<file path="src/rtl/read_data_distributor.sv">
// read_data_distributor
//   Routes in-order SRAM read returns back to the port that issued each read.
//   An in-order tag FIFO records the issuing port of every accepted read. Each
//   returned word lands in that port's holding register and is offered with a
//   valid/ready handshake. One outstanding read per port (credit) guarantees a
//   free holding register for every return, so the SRAM path never stalls.
//
// Ports
//   clk, rst_n      clock, asynchronous active-low reset
//   rd_issue        read issued to SRAM this cycle for port rd_issue_port
//   rd_issue_port   issuing port index
//   issue_ready     per-port permission to issue (from registered state only)
//   sram_rd_valid   SRAM return valid, strictly in issue order
//   sram_rd_data    SRAM return word
//   port_data_out   packed holding registers, port p at [(p+1)*W-1 : p*W]
//   port_valid      holding register p holds an unconsumed word
//   port_ready      port p accepts its word
//   last_port       most recently routed port
//   outstanding     tag FIFO occupancy
//   err_overflow    sticky: an issue without issue_ready was dropped
//   err_underflow   sticky: a return with no outstanding tag was dropped
module read_data_distributor #(
    parameter int unsigned num_of_ports       = 16,
    parameter int unsigned arbiter_data_width = 64,
    parameter int unsigned tag_fifo_depth     = 8
) (
    input  logic                                         clk,
    input  logic                                         rst_n,
    input  logic                                         rd_issue,
    input  logic [$clog2(num_of_ports)-1:0]              rd_issue_port,
    output logic [num_of_ports-1:0]                      issue_ready,
    input  logic                                         sram_rd_valid,
    input  logic [arbiter_data_width-1:0]                sram_rd_data,
    output logic [arbiter_data_width*num_of_ports-1:0]   port_data_out,
    output logic [num_of_ports-1:0]                      port_valid,
    input  logic [num_of_ports-1:0]                      port_ready,
    output logic [$clog2(num_of_ports)-1:0]              last_port,
    output logic [$clog2(tag_fifo_depth):0]              outstanding,
    output logic                                         err_overflow,
    output logic                                         err_underflow
);

    localparam int unsigned PortW = $clog2(num_of_ports);
    localparam int unsigned PtrW  = $clog2(tag_fifo_depth);
    localparam int unsigned CntW  = PtrW + 1;

    logic [PortW-1:0]                                tag_q [tag_fifo_depth];
    logic [PtrW-1:0]                                 wr_ptr_q, rd_ptr_q;
    logic [CntW-1:0]                                 count_q;
    logic [num_of_ports-1:0]                         pending_q, valid_q;
    logic [num_of_ports-1:0][arbiter_data_width-1:0] data_q;
    logic [PortW-1:0]                                last_port_q;
    logic                                            err_ovf_q, err_udf_q;

    logic                    full, empty, push, pop;
    logic [PortW-1:0]        head;
    logic [num_of_ports-1:0] handshake, push_mask, pop_mask;

    assign full  = (count_q == CntW'(tag_fifo_depth));
    assign empty = (count_q == '0);

    // One credit per port: a port may not issue again until its word is consumed.
    assign issue_ready = full ? '0 : ~pending_q;

    assign push      = rd_issue & issue_ready[rd_issue_port];
    assign pop       = sram_rd_valid & ~empty;
    assign head      = tag_q[rd_ptr_q];
    assign handshake = valid_q & port_ready;

    always_comb begin
        push_mask = '0;
        pop_mask  = '0;
        if (push) push_mask[rd_issue_port] = 1'b1;
        if (pop)  pop_mask[head]           = 1'b1;
    end

    always_ff @(posedge clk or negedge rst_n) begin
        if (!rst_n) begin
            for (int i = 0; i < int'(tag_fifo_depth); i++) tag_q[i] <= '0;
            wr_ptr_q    <= '0;
            rd_ptr_q    <= '0;
            count_q     <= '0;
            pending_q   <= '0;
            valid_q     <= '0;
            data_q      <= '0;
            last_port_q <= '0;
            err_ovf_q   <= 1'b0;
            err_udf_q   <= 1'b0;
        end else begin
            if (push) begin
                tag_q[wr_ptr_q] <= rd_issue_port;
                wr_ptr_q        <= wr_ptr_q + 1'b1;
            end
            if (pop) begin
                rd_ptr_q     <= rd_ptr_q + 1'b1;
                data_q[head] <= sram_rd_data;
                last_port_q  <= head;
            end
            unique case ({push, pop})
                2'b10:   count_q <= count_q + 1'b1;
                2'b01:   count_q <= count_q - 1'b1;
                default: count_q <= count_q;
            endcase
            // Held data is left in place after the handshake; only valid drops.
            pending_q <= (pending_q & ~handshake) | push_mask;
            valid_q   <= (valid_q & ~handshake) | pop_mask;
            if (rd_issue && !issue_ready[rd_issue_port]) err_ovf_q <= 1'b1;
            if (sram_rd_valid && empty)                  err_udf_q <= 1'b1;
        end
    end

    assign port_data_out = data_q;
    assign port_valid    = valid_q;
    assign last_port     = last_port_q;
    assign outstanding   = count_q;
    assign err_overflow  = err_ovf_q;
    assign err_underflow = err_udf_q;

endmodule

</file>
<file path="config.mk">
export PLATFORM = sky130hd
export DESIGN_NAME = read_data_distributor
export DESIGN_NICKNAME = d
export VERILOG_FILES = /design/src/rtl/read_data_distributor.sv
export SDC_FILE = /design/constraint.sdc
export NUM_CORES = 1
export LEC_CHECK = 0
export CORE_AREA = 4 4 454 456
export CTS_CLUSTER_DIAMETER = 80
export DETAILED_ROUTE_END_ITERATION = 16
export DIE_AREA = 0 0 458 460
export GPL_ROUTABILITY_DRIVEN = 0
export PLACE_DENSITY = 0.54
export SYNTH_ARGS = -nofsm -noshare
export SYNTH_HDL_FRONTEND = slang
export SYNTH_SLANG_ARGS = --single-unit
</file>
<file path="constraint.sdc">
create_clock -name clk -period 7.8 [get_ports clk]
set_input_delay 1.95 -clock clk [delete_from_list [all_inputs] [get_ports clk]]
set_output_delay 1.95 -clock clk [all_outputs]
set_load 0.05 [all_outputs]
</file>
==> impl_metrics.json <==
{
  "status": "completed",
  "antenna_found_initial": 14,
  "grt_pass1_wl_um": 226000,
  "via_count": 26600,
  "post-route-period-util_pct": 61.6,
  "cap_viol_max_count": 0,
  "synthTopCellsByArea": "dfrtp_1 (64%), mux2_2 (21%), mux2_4 (6.8%)",
  "ioPinCount": 1154,
  "fp.dieW_um": 458,
  "fin_util_pct": 30.5,
  "h-tree-depth": 4,
  "drtPass1Iterations": 4,
  "die-area_um2": 211000,
  "clkSinkCount": 1104,
  "hold_viol": 0,
  "hold_class": "reg -> reg",
  "grtUsageTotal_pct": 15.0,
  "overflow": 0,
  "cts_hold_buffers": 0,
  "grt_max_degree": 150,
  "synth_seq_area_share_pct": 64.2,
  "slew_headroom_pct": 22.8,
  "chipHeight_um": 460,
  "tritoncts": "built",
  "synth_cells": 2592,
  "dpl.hpwl_um": 110000,
  "worst_pin_slew_ns": 1.15,
  "design.final.nets": 3827,
  "yosysWarnings": 0,
  "synthArstFlopShare_pct": 100,
  "rows": 165,
  "timing_worst_setup_path_type": "reg -> out",
  "fillers": 20300,
  "placed_cells": 6274,
  "clock-skew-final_ns": 0.0328,
  "cp-start-kind": "register",
  "clk_transition_reported_paths_ns": 0.06,
  "routed_wl_um": 163000,
  "tns_ns": 0,
  "drive_gt1_share_pct": 33.9,
  "timing.fmax_mhz": 208,
  "ys_ff_latch": 1104,
  "cts_resized": 0,
  "syn_to_final_growth_pct": 42.8,
  "drt_iter0_drc": 1216,
  "synth-edff-count": 0,
  "whs_ns": 0.467,
  "drv_slew": 0,
  "ant_nets": 0,
  "use_met3_pct": 6.05,
  "io_buffers": 1153,
  "cp_data_arrival_time_ns": 2.85,
  "path_max_fanout": 20,
  "grt_use_met1_pct": 17.9,
  "post-cts-setup-buffers": 0,
  "routedWlPerCell_um": 25.1,
  "clock_latency_ns": 0.78,
  "rsz0062_at_grt": "no",
  "cts_buffers": 130,
  "grt_pass1_vias": 28500,
  "worst_setup_path_end_kind": "primary output",
  "syn-num-nets": 2685,
  "initial_core_util_pct": 21.3,
  "yosys_most_used_dff": "dfrtp_1",
  "use_met2_pct": 24.3,
  "viasPerCell": 4.09,
  "netlist_area_um2": 43000,
  "cts.path.max_buffers": 3,
  "synth_top_area_share_pct": 64.2,
  "final_cells": 6506,
  "synth_cell_types": 47,
  "grt.busiest_layer": "met2",
  "drc": 0,
  "synth_area_per_cell_um2": 16.6,
  "ctsRootBufferMaster": "clkbuf_16",
  "setup_viol_count_final": 0,
  "cp.required_ns": 5.85,
  "core_area_um2": 202000,
  "synth_top_cell_by_area": "dfrtp_1",
  "fin_crit_ns": 4.80
}
placed cells by master, fill, tap and decap left out, types with 5 or more instances in the layout:
master           count
a21o_1              13
and2_4              10
buf_12               6
buf_4               46
clkbuf_1            37
clkbuf_16          131
clkbuf_8            20
clkdlybuf4s50_1   1152
clkinv_2            15
dfrtp_1           1104
diode_2              7
ha_1                 5
inv_1               19
inv_6                7
mux2_1              41
mux2_2             820
mux2_4             196
mux2i_1              5
mux4_2              11
nand2_1             50
nand2b_1             8
nand3_1              6
nand3b_1             5
nor2_1              24
o21ai_0             30
xnor2_1              5
worst max-delay path, cell delays in order (launching register included):
cell and delay, ns:
dfrtp_1 0.55, nor4b_2 0.10, buf_4 0.21, nor2_1 0.21, clkdlybuf4s50_1 0.98
final cells by class:
type	count	area [um2]	share of cell area, %
multi-input cells	1274	14200	23.1
well taps	2672	3340	5.44
repair buffers	1205	12000	19.5
clock buffers	188	3690	6.01
flip-flops and latches	1104	27600	44.9
diodes	7	17.5	0.0285
inverters	19	71.3	0.116
clock inverters	37	482	0.784
through the flow:
stage               setup WS (ns)  instance area, um2
floorplan                    3.31               43000
global placement             2.15               57300
detailed placement           2.18               57300
CTS                          2.80               61500
global route                 2.79               61500
finish                       3.00               61500
logic make-up after synthesis:
group | after synthesis | share of synthesized area [%]
AO/OA/AOI/OAI | 59 | 0.959
XOR/XNOR | 9 | 0.183
adder cells (fa/ha/maj) | 5 | 0.145
buffers and inverters | 214 | 2.97
flip-flops | 1104 | 64.2
multiplexers | 1073 | 30.1
AND/OR/NAND/NOR | 128 | 1.50
per-layer routing:
metal	routed length, um	part of all wire (%)
met1	66500	41
met2	76500	47
met3	14900	9.1
met4	5180	3.2
met5	0	0
cells in the mapped netlist, drive strengths merged (5+ instances only):
cell    count
dfrtp    1104
mux2     1057
buf       123
clkbuf     72
nand2      56
o21ai      33
nor2       24
inv        19
a21o       13
mux4       11
and2       10
nand2b      8
nand3       6
ha          5
mux2i       5
nand3b      5
xnor2       5
worst paths after layout:
| path | slack, ns | from | to | cells after the start |
|---|---|---|---|---|
| max in group asynchronous | 4.79 | rst_n | port_data_out[840] | 3 |
| min reg2reg | 0.47 | err_underflow | err_underflow | 1 |
| min in group asynchronous | 1.19 | rst_n | port_data_out[1011] | 1 |
| max | 3.00 | outstanding[0] | issue_ready[6] | 4 |
| min | 0.47 | err_underflow | err_underflow | 1 |
| max reg2reg | 3.77 | rd_ptr_q[0] | port_data_out[682] | 7 |
flip-flops by register name (all words and copies together) (netlist names):
name and flops:
port_data_out 1024, outstanding 4, tag_q 32, pending_q 16
err_overflow 1, last_port 4, rd_ptr_q 3, err_underflow 1
port_valid 16, wr_ptr_q 3
Power is left out: the tool's default activity adds up to more than one toggle a clock period on the data nets, which glitch-free logic cannot reach.
